[src/rtl/div_sequencer.sv]
// Multi-cycle RV32M divider: one restoring shift-subtract step per cycle,
// a sign-fix cycle, and single-cycle fast paths for divide-by-zero and overflow.
module div_sequencer #(
  parameter int XLEN = 32
) (
  input  logic            clk,
  input  logic            rst,
  input  logic            start,
  input  logic [2:0]      funct3,
  input  logic [XLEN-1:0] rs1,
  input  logic [XLEN-1:0] rs2,
  input  logic [4:0]      rd_in,
  input  logic            flush,
  output logic            busy,
  output logic            done,
  output logic [XLEN-1:0] result,
  output logic [4:0]      rd_out
);

  localparam int CW = $clog2(XLEN);
  localparam logic [XLEN-1:0] MIN_NEG = {1'b1, {(XLEN-1){1'b0}}};

  typedef enum logic [1:0] {IDLE, RUN, SIGN, DONE} state_e;

  state_e          state_q, state_d;
  logic [CW-1:0]   cnt_q, cnt_d;
  logic [XLEN:0]   rem_q, rem_d;
  logic [XLEN-1:0] quo_q, quo_d;
  logic [XLEN-1:0] dvs_q, dvs_d;
  logic [XLEN-1:0] res_q, res_d;
  logic [4:0]      tag_q, tag_d;
  logic [4:0]      rd_q, rd_d;
  logic            is_rem_q, is_rem_d;
  logic            neg1_q, neg1_d;
  logic            neg2_q, neg2_d;

  logic            signed_op, a_neg, b_neg, div0, ovf, fast, accept;
  logic [XLEN-1:0] a_abs, b_abs, fast_res, q_fix, r_fix;
  logic [XLEN+1:0] trial;

  always_comb begin
    signed_op = ~funct3[0];
    a_neg     = signed_op & rs1[XLEN-1];
    b_neg     = signed_op & rs2[XLEN-1];
    a_abs     = a_neg ? -rs1 : rs1;
    b_abs     = b_neg ? -rs2 : rs2;
    div0      = (rs2 == '0);
    ovf       = signed_op && (rs1 == MIN_NEG) && (rs2 == '1);
    fast      = div0 | ovf;
    accept    = start & funct3[2] & ~flush & ((state_q == IDLE) | (state_q == DONE));
    if (div0) fast_res = funct3[1] ? rs1 : '1;
    else      fast_res = funct3[1] ? '0  : MIN_NEG;
    // Shift next dividend bit into the partial remainder and trial-subtract.
    trial = {rem_q, quo_q[XLEN-1]} - {2'b00, dvs_q};
    q_fix = (neg1_q ^ neg2_q) ? -quo_q : quo_q;
    r_fix = neg1_q ? -rem_q[XLEN-1:0] : rem_q[XLEN-1:0];
  end

  always_comb begin
    state_d  = state_q;
    cnt_d    = cnt_q;
    rem_d    = rem_q;
    quo_d    = quo_q;
    dvs_d    = dvs_q;
    res_d    = res_q;
    tag_d    = tag_q;
    rd_d     = rd_q;
    is_rem_d = is_rem_q;
    neg1_d   = neg1_q;
    neg2_d   = neg2_q;
    case (state_q)
      IDLE, DONE: begin
        state_d = IDLE;
        if (accept) begin
          cnt_d    = '0;
          rem_d    = '0;
          quo_d    = a_abs;
          dvs_d    = b_abs;
          tag_d    = rd_in;
          is_rem_d = funct3[1];
          neg1_d   = a_neg;
          neg2_d   = b_neg;
          if (fast) begin
            state_d = DONE;
            res_d   = fast_res;
            rd_d    = rd_in;
          end else begin
            state_d = RUN;
          end
        end
      end
      RUN: begin
        if (flush) begin
          state_d = IDLE;
          cnt_d   = '0;
        end else begin
          rem_d = trial[XLEN+1] ? {rem_q[XLEN-1:0], quo_q[XLEN-1]} : trial[XLEN:0];
          quo_d = {quo_q[XLEN-2:0], ~trial[XLEN+1]};
          cnt_d = cnt_q + 1'b1;
          if (cnt_q == CW'(XLEN-1)) state_d = SIGN;
        end
      end
      SIGN: begin
        if (flush) begin
          state_d = IDLE;
        end else begin
          state_d = DONE;
          res_d   = is_rem_q ? r_fix : q_fix;
          rd_d    = tag_q;
        end
      end
      default: state_d = IDLE;
    endcase
  end

  always_ff @(posedge clk) begin
    if (rst) begin
      state_q  <= IDLE;
      cnt_q    <= '0;
      rem_q    <= '0;
      quo_q    <= '0;
      dvs_q    <= '0;
      res_q    <= '0;
      tag_q    <= '0;
      rd_q     <= '0;
      is_rem_q <= 1'b0;
      neg1_q   <= 1'b0;
      neg2_q   <= 1'b0;
    end else begin
      state_q  <= state_d;
      cnt_q    <= cnt_d;
      rem_q    <= rem_d;
      quo_q    <= quo_d;
      dvs_q    <= dvs_d;
      res_q    <= res_d;
      tag_q    <= tag_d;
      rd_q     <= rd_d;
      is_rem_q <= is_rem_d;
      neg1_q   <= neg1_d;
      neg2_q   <= neg2_d;
    end
  end

  assign busy   = (state_q == RUN) || (state_q == SIGN);
  assign done   = (state_q == DONE);
  assign result = res_q;
  assign rd_out = rd_q;

endmodule

[config.mk]
export PLATFORM = sky130hd
export DESIGN_NAME = div_sequencer
export DESIGN_NICKNAME = d
export VERILOG_FILES = /design/src/rtl/div_sequencer.sv
export SDC_FILE = /design/constraint.sdc
export NUM_CORES = 1
export LEC_CHECK = 0
export ABC_AREA = 1
export CORE_UTILIZATION = 35
export DETAILED_ROUTE_END_ITERATION = 8
export GPL_TIMING_DRIVEN = 0
export PLACE_DENSITY_LB_ADDON = 0.3
export SLEW_MARGIN = 20
export SYNTH_ARGS = -nofsm -noshare
export SYNTH_HDL_FRONTEND = slang
export SYNTH_SLANG_ARGS = --single-unit
[constraint.sdc]
create_clock -name clk -period 2.25 [get_ports clk]
set_input_delay 0.225 -clock clk [delete_from_list [all_inputs] [get_ports clk]]
set_output_delay 0.225 -clock clk [all_outputs]
set_load 0.1 [all_outputs]
---- Word level (Yosys, flattened, before mapping) ----
Index checks and enable logic that the tools add are counted.
storage, ports and cells
  register bits ........................... 149
cells by class
  add/subtract/negate cells ............... 6
  equality and inequality tests ........... 11
  muxes and demuxes ....................... 32
  bitwise operators ....................... 11
  reductions and logical operators ........ 12
operators with widths
  kind                    number
  $mux W32                13
  $neg A32 Y32            4
  $pmux W32 S2            2
  $mux W33                3
  $pmux W33 S2            1
  $eq A32 B32 Y1 const B  2
  $sub A34 B32 Y34        1
  $logic_not A32 Y1       1
  $mux W5                 5
  $pmux W5 S2             2
  $mux W2                 5
  $ne A2 B2 Y1 const B    4
  $pmux W2 S3             1
  $add A5 B1 Y5 const B   1
  $and A1 B1 Y1           5
  $eq A5 B5 Y1 const B    1
  $eq A2 B2 Y1 const B    2
  $reduce_and A2 Y1       2
  $reduce_and A4 Y1       1
  $reduce_bool A2 Y1      2
  $ne A3 B3 Y1 const B    1
  $not A1 Y1              3
  $reduce_and A3 Y1       1
  $eq A2 B1 Y1 const B    1
  6 further kinds         8

---- Longest topological paths before layout ----
  depth after elaboration ................. 7
  depth in mapped cells ................... 18

---- Least setup slack after synthesis ----
No wires, ideal clock.
  kind .................................... register to register
  start point ............................. register state_q[0]
  end point ............................... register rem_q[15]
  arrival time ............................ 2.226 ns
  path slack .............................. -0.046 ns
  stages on the path, launching flop included .. 14
  path buffers ............................ 2
  period minus slack after synthesis ...... 2.296 ns
  path through ............................ dfxtp_1 inv_1 ha_1 inv_2 nor2_2 inv_2 o21ai_2 inv_2 a21oi_2 inv_2 buf_4 buf_2 nand2_1 a21oi_1
on the way
  word-level cells in the longest chain between the ends .. 5
  elaborated cells on any way between the ends .. 11
  classes of those cells .................. 4 x eq/ne; 1 x mux; 2 x bitwise; 4 x reduce/logical
ends and longest elaborated chain
  what                                              line    source
  start, declared                                   25      state_e state_q, state_d;
  start signal, assigned                            130     state_q <= state_d;
  $eq A2 B2 Y1 or $logic_not A2 Y1 (tied branches)  50, 71
  $or A1 B1 Y1                                      50      accept = start & funct3[2] & ~flush & ((state_q == IDLE) | (state_q == DONE));
  $and A1 B1 Y1                                     50
  $ne A2 B2 Y1 (no source line)                     n/a
  $reduce_and A3 Y1 (no source line)                n/a
  end signal, assigned                              132     rem_q <= rem_d;
  end, declared                                     27      logic [XLEN:0] rem_q, rem_d;
Parallel ways exist; a longest one is shown, timed or not.
A chain may end at the register's enable or synchronous reset.

---- Final worst setup path ----
  start point ............................. register dvs_q[17]
  end point ............................... register rem_q[15]
on the way
  word-level cells in the longest chain between the ends .. 4
ends and longest elaborated chain
  what                    line  source
  start, declared         29    logic [XLEN-1:0] dvs_q, dvs_d;
  start signal, assigned  134   dvs_q <= dvs_d;
  $sub A34 B32 Y34        54    trial = {rem_q, quo_q[XLEN-1]} - {2'b00, dvs_q};
  $mux W33                97    rem_d = trial[XLEN+1] ? {rem_q[XLEN-1:0], quo_q[XLEN-1]} : trial[XLEN:0];
  $mux W33                93    if (flush) begin
  $pmux W33 S2            71    case (state_q)
No other way between the ends. The select of a mux whose other input is x is not followed.

==> impl_summary.md <==
Clock tree
The number of sinks driven by the clock tree is 149. The clock latency reported for the late side of the worst-skew pair is 0.44 ns. The clock root buffer is clkbuf_16. The TritonCTS clock tree is built. The number of levels in the clock H-tree is 4. The post-cts hold buffer count is 0. The worst-case clock buffer depth is 2. Clock-pin slew was measured on the worst setup and hold paths at 0.06 ns.

TritonCTS created 17 clock buffers.

Place
The worst setup slack after placement is -0.523 ns. The placed wire-length estimate after detailed placement is 44,700 µm. The final weighted congestion in routability-driven placement is 1.00. Once placement completed, the tool counted placed cells totaling 2,980.

During placement, the flow inserted port buffers numbering 114.

Global routing
Entering global routing, the biggest net connects 17 pins. The number of antenna violations at the first check in global routing is 1. The first global-routing pass estimated 83,600 µm of wire. The via count of the first global-routing pass is 14,500. The sum of overflow across all layers after global routing is 0.

The total track usage is 0.281.

Worst setup path
The delay contributed by the slowest stage of the critical path is 0.34 ns. The timing startpoint of the critical path is dvs_q[17]. The critical path contains buffers and inverters numbering 4 combined.

The critical path in this run is classified as reg -> reg. The slowest cell on the critical path is dfxtp_1. In this run the critical register-to-register path is captured at rem_q[15]. Data on the critical path is required at its endpoint by 2.60 ns. Grouping stages by cell kind, the critical path spends the most delay in simple AND/OR/NAND/NOR gates. The register-to-register setup slack is -0.23 ns.

The worst setup path is launched from a flip-flop. Data on the critical path arrives at its endpoint at 2.83 ns. The worst register-to-register path begins at dvs_q[17]. The endpoint type of the worst setup path is a flip-flop.

The peak fanout along the critical path is 5. The number of cells on the worst reg-to-reg path is 15. The signal on the critical path passes through inv_1, ha_4, nand2_2, inv_2, nand2_2, nor2_2, inv_1, nor2_4, nand2_4, nand2_8, nand2_8, clkbuf_16, nand3_1, nand3_2, a21oi_1.

Synthesis
Of the synthesized area, sequential elements account for 0.222. Summed over all instances, the cell type with the most area after synthesis is dfxtp_1. The most instantiated flip-flop cell in the synthesis netlist is dfxtp_1. The post-synth design cell area is 13,400 µm². In the post-synthesis netlist, the biggest area contributors are dfxtp_1 (22%), nand2_1 (18%), nand3_1 (10%), inv_1 (8.8%), a21oi_1 (7.6%). The synthesized area divided by synthesized cell count is 5.70 µm². The flip-flop and latch count after synthesis is 149. The post-synthesis async set-or-reset flop share is 0.

The cell count after synthesis came out at 2,355. The count of distinct cell types in the synthesized netlist is 49. The warning count from the yosys run is 0. Of the post-synthesis cell area, the dominant cell type holds 0.222. The number of enable-type register cells in the synthesized netlist is 0. When the netlist entered floorplanning its net count stood at 2,474.

Die
The die outline area is 39,100 µm². The die outline height is 198 µm. The total I/O pin count is 115.

The initial utilization of the core area, before any placement, comes to 0.356. The number of placement rows is 71. The core region is 37,700 µm². The horizontal die dimension is 198 µm.

Drt
The count of nets left with antenna violations once routing finished came out at 0. The sum of routed wire length over all layers is 59,300 µm. Dividing the detail-routed wire length by the instance count gives 19.4 µm.

The DRC violation count after routing is 0. Using the TritonRoute via totals, the vias-per-cell ratio works out to 5.48. The count of vias placed by the detailed router is 16,800. The violation count after the first detailed-routing iteration is 1,730.

The first detailed-routing pass ran for 8 iterations.

Timing
Counting I/O delays and the setup requirement, the final critical path takes 2.48 ns. Hold timing on the final database bottoms out at a slack of 0.301 ns. The maximum operating frequency is 0.403 GHz.

Setup violations remaining at the end of the flow were counted as 34. Setup total negative slack on the finished layout was measured at -3.67 ns. The final max-slew violation count is 0. For the final database, setup skew stands at 0.0138 ns.

Headroom to the max-slew limit came out at 0.331. The count of final hold-check violations came to 0. Setup repair after global routing could not meet its margin everywhere. The transition time of the tightest slew-check pin is 1.00 ns. The slack of the critical path is -0.232 ns.

In the finished design, the share of the clock period the worst path needs comes to 1.10.

Power
Summed over all cells, the static leakage comes to 8.17 nW. The clock share of power is 0.367. Dividing total power by cell area gives a power density of 471 nW/µm². The maximum vdd drop is 475 µV. The net switching share of the total power is 0.355. The switching power summed over all nets is 0.00305 W. The share of total power dissipated in combinational logic is 0.311. The sequential group share of total power is 0.322. The internal power of the cells totals 0.00554 W.

Finish
The filler cells instantiated in the layout total 3,841. The final-stage net count is 2,657. The area growth from synthesis to layout is 35.8%. The share of post-route cells with drive strength above 1 is 0.187. After the flow finishes, the layout carries non-filler instances totaling 3,062.

Status
The checks that failed: setup timing. The flow ran to the end, but the final reports show violations.

Worst hold path
Along the worst hold path, the cell count comes to 5. The tightest min-delay check is of the in -> reg type. The worst hold path terminates at quo_q[0]. The start point of the worst min-delay path is rs1[0].

Run
The tool flagged a number of max-cap violations equal to 0.
[cells by family after synthesis]
| group | count (synthesis) | share of synthesized area |
|---|---|---|
| adders and majority gates | 43 | 0.0406 |
| DFF | 149 | 0.222 |
| and+or+nand+nor | 1258 | 0.404 |
| xor gates and xnor gates | 52 | 0.0339 |
| buffers and inverters | 423 | 0.126 |
| AOI/OAI and AO/OA | 430 | 0.173 |
[placed cells by master (no fill, tap or decap), types with 18 or more instances in the layout]
master,n
dfxtp_1,110
dfxtp_4,19
nand2_2,32
clkdlybuf4s50_1,107
inv_2,29
ha_4,29
nand4_1,29
buf_6,20
a21oi_1,179
xor2_1,33
nor2_1,216
nand3_1,175
nand2_1,597
o21ai_1,26
nor3_1,22
nand3_2,79
clkbuf_16,24
dfxtp_2,20
o21ai_0,127
clkbuf_1,52
nand3_4,28
o211ai_1,24
a21oi_2,31
inv_1,289
xnor2_1,18
buf_4,37
[worst reg2reg max path: stages (launching register included)]
cell and delay (ns):
dfxtp_1 0.34, inv_1 0.10, ha_4 0.32, nand2_2 0.10, inv_2 0.09, nand2_2 0.09, nor2_2 0.16, inv_1 0.10
nor2_4 0.11, nand2_4 0.11, nand2_8 0.17, nand2_8 0.11, clkbuf_16 0.20, nand3_1 0.13, nand3_2 0.12, a21oi_1 0.15
[sequential cells by signal, summed over array words and instances (netlist names)]
register,count
rem_q,33
dvs_q,32
quo_q,32
result,32
cnt_q,5
rd_out,5
tag_q,5
state_q,2
is_rem_q,1
neg1_q,1
neg2_q,1
[how the worst max path moves through the flow]
stage / to / slack, ns / cells past startpoint
final: rem_q[15] / -0.23 / 15
after CTS: rem_q[0] / -0.07 / 18
after global routing: rem_q[15] / -0.29 / 15
after detailed placement: result[2] / -0.52 / 13
after floorplan: rem_q[28] / 0.08 / 13
after global placement: result[2] / -0.52 / 13
[Yosys cell counts (4+ instances only)]
library cell / instances
nor2_1: 235
dfxtp_1: 149
a21oi_1: 205
buf_6: 9
inv_2: 11
nand2_2: 4
clkbuf_1: 57
a21oi_2: 8
nand3_1: 274
nand3_2: 6
inv_1: 315
o211ai_1: 24
xnor2_1: 19
nand3b_1: 13
o21ai_1: 22
o21ai_0: 141
nand2_1: 632
nand4_1: 29
nor2_2: 7
or2_2: 7
buf_2: 23
and2_1: 7
nor3_1: 28
o221ai_1: 7
a21boi_0: 5
ha_1: 42
xor2_1: 33
buf_1: 4
[timing repair]
action                                  in CTS  in global routing
cloned                                       0                 15
pin swaps                                    7                102
gates resized for setup                    107                378
buffers inserted                             7                 30
endpoints found under the setup margin     114                 96
[metrics by stage]
stage          instance area [µm²]  total power, W  utilization
2_1_floorplan                13400         0.00418            -
3_3_place_gp                 15200         0.00494        0.404
3_5_place_dp                 15200         0.00495        0.404
4_1_cts                      16200         0.00813        0.431
5_1_grt                      18200         0.00889        0.484
6_report                     18200         0.00859        0.484
[layout make-up]
type / count / area, µm² / share of cell area
clock buffers: 24 / 472 / 0.0259
clock inverters: 7 / 145 / 0.00796
inverters: 327 / 1250 / 0.0686
diodes: 1 / 2.50 / 0.000137
well taps: 511 / 639 / 0.0351
repair buffers: 163 / 1670 / 0.0918
flip-flops and latches: 149 / 3080 / 0.169
multi-input cells: 1786 / 10400 / 0.570
plain buffers: 94 / 571 / 0.0313
[power by group through the flow]
stage	Clock, W	Sequential, W	Combinational (W)
floorplan	0	0.00285	0.00133
global placement	0	0.00283	0.00211
detailed placement	0	0.00283	0.00212
CTS	0.00315	0.00277	0.00221
global route	0.00327	0.00277	0.00286
finish	0.00316	0.00276	0.00267
[layer usage]
layer,track usage,share of wire,vias up,wire length (µm)
met5,0,0,-,0
li1,-,-,8040,-
met3,0.0528,0.087,163,5180
met2,0.433,0.43,815,25700
met4,0.102,0.042,0,2500
met1,0.386,0.44,7777,25900
No activity file was read; power rests on OpenSTA's default activity.
